**src/rtl/sw_pkg.sv**
```systemverilog
// Shared types and constants for the switch debouncer.
// Latency: n/a (package only).
// Backpressure: n/a; the debouncer is a free-running level conditioner.
package sw_pkg;

  // Per-channel qualification state: settled, or counting a candidate change.
  typedef enum logic {
    ST_STABLE  = 1'b0,
    ST_PENDING = 1'b1
  } sw_state_t;

  // Production debounce window in clock cycles.
  localparam int DEBOUNCE_CYCLES_DEF = 16;

  // Short window so simulations finish quickly.
  localparam int DEBOUNCE_CYCLES_SIM = 4;

endpackage

```
**src/rtl/sw_debounce_chan.sv**
```systemverilog
// One switch channel: 2-flop synchroniser, stability counter FSM, rise/fall strobes.
// Latency: clean level moves on the (DEBOUNCE_CYCLES+2)th edge after the raw change is sampled.
// Backpressure: none; strobes are single-cycle and must be consumed when seen.
// Optional SW_DEBOUNCE_TOGGLE_EN adds a push-on/push-off level flipped by every rise.
module sw_debounce_chan
  import sw_pkg::*;
#(
  parameter int DEBOUNCE_CYCLES = DEBOUNCE_CYCLES_DEF,
  parameter int CNT_W           = $clog2(DEBOUNCE_CYCLES)
) (
  input  logic clk,
  input  logic rst_n,
  input  logic sw_raw,
  output logic sw_clean,
  output logic sw_rise,
  output logic sw_fall
`ifdef SW_DEBOUNCE_TOGGLE_EN
  ,
  output logic sw_toggle
`endif
);

  localparam logic [CNT_W-1:0] CNT_LAST = CNT_W'(DEBOUNCE_CYCLES - 1);

  logic             s1;
  logic             s2;
  sw_state_t        state_q;
  sw_state_t        state_d;
  logic [CNT_W-1:0] cnt_q;
  logic [CNT_W-1:0] cnt_d;
  logic             clean_d;
  logic             rise_d;
  logic             fall_d;

  // Two-flop synchroniser; only s2 is allowed to reach the qualification logic.
  always_ff @(posedge clk or negedge rst_n) begin
    if (!rst_n) begin
      s1 <= 1'b0;
      s2 <= 1'b0;
    end else begin
      s1 <= sw_raw;
      s2 <= s1;
    end
  end

  // Next-state logic. The first mismatch cycle is detected from STABLE and
  // already counts as cycle 1, so the counter loads 1 on entry to PENDING and
  // the level commits when the counter reaches DEBOUNCE_CYCLES-1.
  always_comb begin
    state_d = state_q;
    cnt_d   = '0;
    clean_d = sw_clean;
    rise_d  = 1'b0;
    fall_d  = 1'b0;
    case (state_q)
      ST_STABLE: begin
        if (s2 != sw_clean) begin
          state_d = ST_PENDING;
          cnt_d   = CNT_W'(1);
        end
      end
      ST_PENDING: begin
        if (s2 == sw_clean) begin
          // Glitch rejected: drop the count, no output change.
          state_d = ST_STABLE;
        end else if (cnt_q == CNT_LAST) begin
          state_d = ST_STABLE;
          clean_d = s2;
          rise_d  = s2;
          fall_d  = ~s2;
        end else begin
          cnt_d = cnt_q + 1'b1;
        end
      end
      default: state_d = ST_STABLE;
    endcase
  end

  // State, counter, clean level and registered strobes.
  always_ff @(posedge clk or negedge rst_n) begin
    if (!rst_n) begin
      state_q  <= ST_STABLE;
      cnt_q    <= '0;
      sw_clean <= 1'b0;
      sw_rise  <= 1'b0;
      sw_fall  <= 1'b0;
    end else begin
      state_q  <= state_d;
      cnt_q    <= cnt_d;
      sw_clean <= clean_d;
      sw_rise  <= rise_d;
      sw_fall  <= fall_d;
    end
  end

`ifdef SW_DEBOUNCE_TOGGLE_EN
  // Toggle flips on the same edge that raises sw_rise, so it adds no latency.
  always_ff @(posedge clk or negedge rst_n) begin
    if (!rst_n) begin
      sw_toggle <= 1'b0;
    end else begin
      sw_toggle <= sw_toggle ^ rise_d;
    end
  end
`endif

endmodule

```
**src/rtl/sw_debounce.sv**
```systemverilog
// Debounces NUM_SW independent slide switches into clean levels plus rise/fall strobes.
// Latency: DEBOUNCE_CYCLES+2 edges from first sampling of a steady new raw level.
// Backpressure: none; outputs are levels and single-cycle strobes.
// Optional SW_DEBOUNCE_TOGGLE_EN adds the sw_toggle push-on/push-off outputs.
module sw_debounce
  import sw_pkg::*;
#(
  parameter int NUM_SW          = 2,
  parameter int DEBOUNCE_CYCLES = DEBOUNCE_CYCLES_DEF
) (
  input  logic              clk,
  input  logic              rst_n,
  input  logic [NUM_SW-1:0] sw_raw,
  output logic [NUM_SW-1:0] sw_clean,
  output logic [NUM_SW-1:0] sw_rise,
  output logic [NUM_SW-1:0] sw_fall
`ifdef SW_DEBOUNCE_TOGGLE_EN
  ,
  output logic [NUM_SW-1:0] sw_toggle
`endif
);

  // Wide enough for 0..DEBOUNCE_CYCLES-1; the counter never wraps.
  localparam int CNT_W = $clog2(DEBOUNCE_CYCLES);

  // Reject configurations the counter scheme cannot support.
  if (DEBOUNCE_CYCLES < 2) begin : g_bad_cycles
    $error("sw_debounce: DEBOUNCE_CYCLES must be >= 2");
  end
  if (NUM_SW < 1 || NUM_SW > 16) begin : g_bad_num
    $error("sw_debounce: NUM_SW must be in 1..16");
  end

  // One fully independent channel per switch.
  for (genvar i = 0; i < NUM_SW; i++) begin : g_chan
    sw_debounce_chan #(
      .DEBOUNCE_CYCLES (DEBOUNCE_CYCLES),
      .CNT_W           (CNT_W)
    ) u_chan (
      .clk       (clk),
      .rst_n     (rst_n),
      .sw_raw    (sw_raw[i]),
      .sw_clean  (sw_clean[i]),
      .sw_rise   (sw_rise[i]),
      .sw_fall   (sw_fall[i])
`ifdef SW_DEBOUNCE_TOGGLE_EN
      ,
      .sw_toggle (sw_toggle[i])
`endif
    );
  end

endmodule
```
**config.mk**
```make
export PLATFORM = sky130hd
export DESIGN_NAME = sw_debounce
export DESIGN_NICKNAME = d
export VERILOG_FILES = /design/src/rtl/sw_pkg.sv /design/src/rtl/sw_debounce_chan.sv /design/src/rtl/sw_debounce.sv
export SDC_FILE = /design/constraint.sdc
export NUM_CORES = 1
export LEC_CHECK = 0
export ABC_AREA = 1
export BUFFER_PORTS_ARGS = -buffer_cell sky130_fd_sc_hd__buf_2
export CORE_ASPECT_RATIO = 0.75
export CORE_UTILIZATION = 35
export CTS_BUF_LIST = sky130_fd_sc_hd__clkbuf_8
export CTS_CLUSTER_SIZE = 8
export DETAILED_ROUTE_END_ITERATION = 16
export GPL_TIMING_DRIVEN = 0
export SETUP_SLACK_MARGIN = 0.5
export SLEW_MARGIN = 10
export SYNTH_ARGS = -nofsm -noshare
export SYNTH_HDL_FRONTEND = slang
export SYNTH_HIERARCHICAL = 1
export SYNTH_SLANG_ARGS = --single-unit
```
**constraint.sdc**
```tcl
create_clock -name clk -period 2.3 [get_ports clk]
set_clock_uncertainty 0.1 [all_clocks]
set_input_delay 0.345 -clock clk [delete_from_list [all_inputs] [get_ports clk]]
set_output_delay 0.345 -clock clk [all_outputs]
set_load 0.1 [all_outputs]
```
==> impl_metrics.env, run 1 <==
export IMPL_status="finished, final reports clean"
export IMPL_fin_ws_ns=0.766
export IMPL_drtIter0Drc=16
export IMPL_maxCapViolations=0
export IMPL_fmax_mhz=652
export IMPL_cp_required_ns=1.86
export IMPL_p_sw_w=0.000139
export IMPL_syn_inst=86
export IMPL_core_area_mm2=0.00212
export IMPL_tightest_slew_ns=0.489
export IMPL_cpMaxStageDelayCell="buf_2"
export IMPL_gr_usage_all_layers=0.129
export IMPL_synthDistinctLibCells=12
export IMPL_comb_power_share=0.044
export IMPL_synth_warnings=6
export IMPL_p_seq_frac=0.559
export IMPL_hold_class="primary input to flip-flop"
export IMPL_setup_tns_ns=0
export IMPL_hpwlAfterDp_um=910
export IMPL_cp_max_fo=4
export IMPL_fin_hold_ws_ns=0.0928
export IMPL_crit_chain="buf_2"
export IMPL_rrSetupSlack_ns=1.07
export IMPL_netSwitchingFraction=0.210
export IMPL_cellPowerDensity_mw_per_mm2=672
export IMPL_via_per_inst=4.30
export IMPL_rr_startpoint="g_chan[0].u_chan/cnt_q[0]$_DFF_PN0_"
export IMPL_dr_pass1_iters=4
export IMPL_grt_max_degree=21
export IMPL_hold_end="g_chan[0].u_chan/s1$_DFF_PN0_"
export IMPL_area_growth_pct=18.0
export IMPL_io_buffers=9
export IMPL_clkLatencyLatePin_ns=0.26
export IMPL_ys_top_cells_by_area="dfrtp_1, nand2_1, inv_1"
export IMPL_finalCriticalPeriod_ns=1.53
export IMPL_drive_gt1_frac=0.230
export IMPL_synth_seq_area_share=0.599
export IMPL_r2r_cells=6
export IMPL_cp_arrival_ns=1.09
export IMPL_yosys_area_top_type="dfrtp_1"
export IMPL_wl_mm=1.22
export IMPL_hold_viol=0
export IMPL_wl_per_cell_um=9.23
export IMPL_cts_tree="done"
export IMPL_syn_avg_cell_area_um2=9.72
export IMPL_gp_congestion=0.821
export IMPL_fp_dieH_um=44.3
export IMPL_cts_sinks=20
export IMPL_yosysTopAreaCellShare=0.599
export IMPL_grt_pass1_wl_mm=2.27
export IMPL_cts_made_buffers=3
export IMPL_r2r_end="g_chan[0].u_chan/cnt_q[0]$_DFF_PN0_"
export IMPL_overflow=0
export IMPL_clockBufferDepth=2
export IMPL_crit_family="buffers and inverters"
export IMPL_diodes=0
export IMPL_ys_ff_latch=20
export IMPL_dieWidth_um=58.4
export IMPL_rows=14
export IMPL_ir_worst_vdd_uv=396
export IMPL_start_util=0.394
export IMPL_slew_violations=0
export IMPL_drc=0
export IMPL_slowest_delay_ns=0.44
export IMPL_drt_antenna_violating_nets=0
export IMPL_cts_htree_levels=1
export IMPL_setup_violations_final=0
export IMPL_post_cts_setup_buffers=0
export IMPL_cp_start_kind="flip-flop"
export IMPL_synth_area_um2=836
export IMPL_hold_path_depth=1
export IMPL_critPathKind="flip-flop to primary output"
export IMPL_p_clk_frac=0.397
export IMPL_vias=567
export IMPL_critPathCaptureType="primary output"
export IMPL_clk_pin_slew_ns=0.07
export IMPL_fin_nets=107
export IMPL_antenna_found_initial=0
export IMPL_path_buf_inv=1
export IMPL_synthesis_nets=92
export IMPL_grt_pass1_vias=517
export IMPL_rsz0062_at_grt="no"
export IMPL_min_from="sw_raw[0]"
export IMPL_leakage_nw=0.531
export IMPL_internal_power_w=0.000524
export IMPL_place_ws_ns=1.04
export IMPL_die_area_mm2=0.00259
export IMPL_io_pins=10
export IMPL_root_buffer="clkbuf_8"
export IMPL_maxSlewHeadroom=0.677
export IMPL_min_period_over_period=0.667
[sequential cells by signal, summed over array words and instances (netlist names)]
signal / flops
g_chan.u_chan/sw_clean: 2
g_chan.u_chan/cnt_q: 8
g_chan.u_chan/s1: 2
g_chan.u_chan/sw_fall: 2
g_chan.u_chan/sw_rise: 2
g_chan.u_chan/state_q: 2
g_chan.u_chan/s2: 2
[worst max path at each step]
stage,cells past startpoint,start,to
2_1_floorplan,5,g_chan[0].u_chan/sw_clean$_DFFE_PN0P_,g_chan[0].u_chan/sw_clean$_DFFE_PN0P_
3_3_place_gp,1,g_chan[0].u_chan/sw_clean$_DFFE_PN0P_,sw_clean[0]
3_5_place_dp,1,g_chan[0].u_chan/sw_clean$_DFFE_PN0P_,sw_clean[0]
4_1_cts,1,g_chan[0].u_chan/sw_clean$_DFFE_PN0P_,sw_clean[0]
5_1_grt,1,g_chan[0].u_chan/sw_clean$_DFFE_PN0P_,sw_clean[0]
6_report,1,g_chan[0].u_chan/sw_clean$_DFFE_PN0P_,sw_clean[0]
[metal layers]
layer,wire [µm],share of wire,vias up,GRT usage
met5,0,0,-,0
met4,18,0.015,0,0.0714
met3,91,0.075,2,0.0673
met2,489,0.40,16,0.179
met1,619,0.51,256,0.162
li1,-,-,293,-
[cell type report]
cell class              count  area [µm²]
repair buffers             10        55.1
flip-flops and latches     20         500
well taps                  32        40.0
multi-input cells          50         275
inverters                  16        60.1
fillers                   190        1130
clock buffers               4        55.1
[kinds of logic (layout without fill, tap and decap cells)]
kind of cell / count (synthesis) / count (layout) / share of synthesized area
buffers and inverters: 16 / 30 / 0.0719
AO/OA/AOI/OAI: 4 / 4 / 0.0240
adder cells (fa/ha/maj): 2 / 2 / 0.0299
flip-flops: 20 / 20 / 0.599
AND/OR/NAND/NOR: 44 / 44 / 0.275
[timing repair]
action                    CTS  global route
hold buffers                1             0
hold endpoints to repair   20             0
resized for setup           0             0
[power by group through the flow]
stage / Clock [W] / Sequential, W / Combinational, W
after floorplan: 0 / 0.000376 / 0.0000166
after global placement: 0 / 0.000377 / 0.0000284
after detailed placement: 0 / 0.000378 / 0.0000287
after CTS: 0.000272 / 0.000371 / 0.0000301
after global routing: 0.000291 / 0.000373 / 0.0000368
final: 0.000263 / 0.000371 / 0.0000290
[stage by stage]
stage | power, W | cell area, µm² | util | instances
3_3_place_gp | 0.000406 | 921 | 0.434 | 127
5_1_grt | 0.000701 | 986 | 0.465 | 132
6_report | 0.000663 | 986 | 0.465 | 132
2_1_floorplan | 0.000393 | 836 | - | 86
4_1_cts | 0.000673 | 986 | 0.465 | 132
3_5_place_dp | 0.000407 | 921 | 0.434 | 127
[Yosys cell counts]
master,instances
nor2_4,2
ha_1,2
nand2_2,4
nand4_1,4
a21oi_1,4
nand3_2,2
inv_1,16
nor2_1,8
nand3_1,4
nor3_2,2
dfrtp_1,20
nand2_1,18
[layout by cell type (no fill, tap or decap), drive strengths merged]
master | netlist | final
nor2 | 10 | 10
a21oi | 4 | 4
nand4 | 4 | 4
buf | 0 | 9
nor3 | 2 | 2
inv | 16 | 16
clkbuf | 0 | 4
ha | 2 | 2
dfrtp | 20 | 20
dlygate4sd3 | 0 | 1
nand2 | 22 | 22
nand3 | 6 | 6
(Power assumes the default switching activity.)
==> run 2: changes to the inputs <==
Settings changed: ABC_AREA 1 to 0.
Clock period 2.3 ns to 1.35 ns, I/O delays scaled along.
==> run 2 against run 1 <==
The flow now finishes with violations (negative hold slack); critical path depth unchanged; clock power increased by 120%; via count decreased by 10%; sequential cell count unchanged; first-iteration DRC count decreased by 81%; cell area increased by 34%; sequential power increased by 73%; die area decreased by 6.3%; sequential share of layout area decreased by 11 points; combinational power increased to 3.3 times the previous value; global-route usage increased by 0.58 points; highest routed layer unchanged.
==> impl_metrics.env, run 2 <==
export IMPL_overflow=0
export IMPL_fin_cells=103
export IMPL_cts_tree="done"
export IMPL_cts_hold_buf=2
export IMPL_wl_met2_um=709
export IMPL_cts_sinks=20
export IMPL_crit_family="flip-flops"
export IMPL_finalCriticalPeriod_ns=1.27
export IMPL_maxSlewHeadroom=0.718
export IMPL_dp_cells=85
export IMPL_synth_seq_area_share=0.641
export IMPL_synth_warnings=6
export IMPL_grt_pass1_vias=508
export IMPL_tightest_slew_ns=0.424
export IMPL_synthTopCellsByCount="dfrtp_1, nor3b_1"
export IMPL_drtIter0Drc=3
export IMPL_setup_violations_final=0
export IMPL_wl_per_cell_um=13.8
export IMPL_status="finished, violations left"
export IMPL_ys_ff_latch=20
export IMPL_clk_pin_slew_ns=0.07
export IMPL_critPathCaptureType="primary output"
export IMPL_final_cell_mix="dfrtp_1, buf_4, dfrtp_4, buf_12"
export IMPL_place_ws_ns=0.0343
export IMPL_drive_gt1_frac=0.734
export IMPL_drc=0
export IMPL_cts_htree_levels=1
export IMPL_dr_pass1_iters=2
export IMPL_fin_hold_ws_ns=-0.226
export IMPL_cpMaxStageDelayCell="dfrtp_4"
export IMPL_regArea_um2=526
export IMPL_cp_depth=1
export IMPL_cp_required_ns=1.05
export IMPL_yosysTopAreaCellShare=0.641
export IMPL_final_core_util=0.644
export IMPL_largest_reg_flops=8
export IMPL_antenna_found_initial=0
export IMPL_async_flop_share=1.00
export IMPL_syn_inst=52
export IMPL_core_area_mm2=0.00205
export IMPL_gr_usage_all_layers=0.135
export IMPL_r2r_cells=3
export IMPL_fin_nets=86
export IMPL_slew_violations=0
export IMPL_largest_register="g_chan.u_chan/cnt_q"
export IMPL_path_buf_inv=1
export IMPL_clkLatencyLatePin_ns=0.26
export IMPL_violations="negative hold slack"
export IMPL_gp_congestion=0.731
export IMPL_drt_antenna_violating_nets=0
export IMPL_ys_top_cells_by_area="dfrtp_1, a311oi_2, mux2_4"
export IMPL_wl_met1_um=627
export IMPL_hold_viol=20
export IMPL_hold_class="primary input to asynchronous set/reset pin"
export IMPL_grt_pass1_wl_mm=2.33
export IMPL_root_buffer="clkbuf_8"
export IMPL_start_util=0.381
export IMPL_clockBufferDepth=2
export IMPL_synth_flop_cell="dfrtp_1"
export IMPL_die_area_mm2=0.00243
export IMPL_rows=14
export IMPL_leakage_nw=0.577
export IMPL_cp_max_fo=4
export IMPL_fmax_mhz=787
export IMPL_cellPowerDensity_mw_per_mm2=999
export IMPL_multiInputGateArea_um2=433
export IMPL_grt_max_degree=21
export IMPL_setup_tns_ns=0
export IMPL_ir_worst_vdd_uv=1110
export IMPL_io_pins=10
export IMPL_via_per_inst=4.95
export IMPL_yosys_area_top_type="dfrtp_1"
export IMPL_synth_edff_count=0
export IMPL_synthesis_nets=58
export IMPL_cts_made_buffers=3
export IMPL_rsz0062_at_grt="yes"
export IMPL_dr_wl_met3_um=70
export IMPL_diodes=0
export IMPL_cp_arrival_ns=0.97
export IMPL_fin_ws_ns=0.0793
export IMPL_highest_layer="met4"
export IMPL_syn_avg_cell_area_um2=15.0
export IMPL_crit_chain="buf_12"
export IMPL_fillers=156
export IMPL_maxCapViolations=0
export IMPL_min_period_over_period=0.941
export IMPL_synth_area_um2=781
export IMPL_cp_start_kind="flip-flop"
export IMPL_dieWidth_um=56.5
export IMPL_wl_mm=1.42
export IMPL_fp_dieH_um=42.9
export IMPL_yosysMostFrequentCell="dfrtp_1"
export IMPL_critPathKind="flip-flop to primary output"
export IMPL_slowest_delay_ns=0.53
export IMPL_synthDistinctLibCells=16
export IMPL_layout_commonest_cell="dfrtp_1"
export IMPL_area_growth_pct=69.1
export IMPL_io_buffers=9
export IMPL_vias=510
## run 2: cell count changes after synthesis, sizes merged, moves of 4 or more
cell / delta
inv: -16
nor3b: +4
nor2: -8
a21oi: -4
nand2: -20
nand3: -6
## run 2: final timing paths
check | start | endpoint | slack [ns]
worst min-delay path | rst_n | g_chan[1].u_chan/cnt_q[3]$_DFF_PN0_ | -0.23
max in group asynchronous | rst_n | g_chan[1].u_chan/sw_clean$_DFFE_PN0P_ | 1.04
min in group clk | g_chan[1].u_chan/s1$_DFF_PN0_ | g_chan[1].u_chan/s2$_DFF_PN0_ | 0.26
worst max register to register | g_chan[0].u_chan/cnt_q[1]$_DFF_PN0_ | g_chan[0].u_chan/sw_clean$_DFFE_PN0P_ | 0.08
worst min register to register | g_chan[1].u_chan/s1$_DFF_PN0_ | g_chan[1].u_chan/s2$_DFF_PN0_ | 0.26
worst max-delay path | g_chan[0].u_chan/sw_clean$_DFFE_PN0P_ | sw_clean[0] | 0.08
## run 2: layout make-up
class | count | share of cell area
repair buffers | 23 | 0.197
flip-flops and latches | 20 | 0.398
multi-input cells | 32 | 0.328
clock inverters | 1 | 0.0227
well taps | 24 | 0.0227
clock buffers | 3 | 0.0313
## run 2: cells by family after synthesis
group           after synthesis  share of synthesized area
compound gates               10                      0.115
fa+ha+maj                     2                     0.0320
xor+xnor                      4                     0.0449
flops                        20                      0.641
simple gates                 14                      0.128
mux                           2                     0.0385
## run 2: power by group
group | leakage, nW | internal (W) | switching (W) | total, W
clock | 0.0357 | 0.000396 | 0.000187 | 0.000583
combinational | 0.295 | 0.0000585 | 0.0000384 | 0.0000969
sequential | 0.247 | 0.000616 | 0.0000233 | 0.000640
total | 0.577 | 0.00107 | 0.000249 | 0.00132
## run 2: per-stage QoR
stage / power [W] / area, µm²
after global placement: 0.000699 / 928
after CTS: 0.00132 / 1270
after detailed placement: 0.000701 / 928
after floorplan: 0.000676 / 853
final: 0.00132 / 1320
after global routing: 0.00138 / 1320
## run 2: what timing repair did
item,CTS,global route
pin swaps,14,5
endpoints found under the hold margin,22,20
resized for setup,42,7
setup buffers,10,2
setup endpoints to repair,22,22
## run 2: layer usage
layer | vias up | global-route usage
met5 | - | 0
met4 | 0 | 0.0439
met3 | 2 | 0.0671
met2 | 10 | 0.188
met1 | 253 | 0.182
li1 | 245 | -
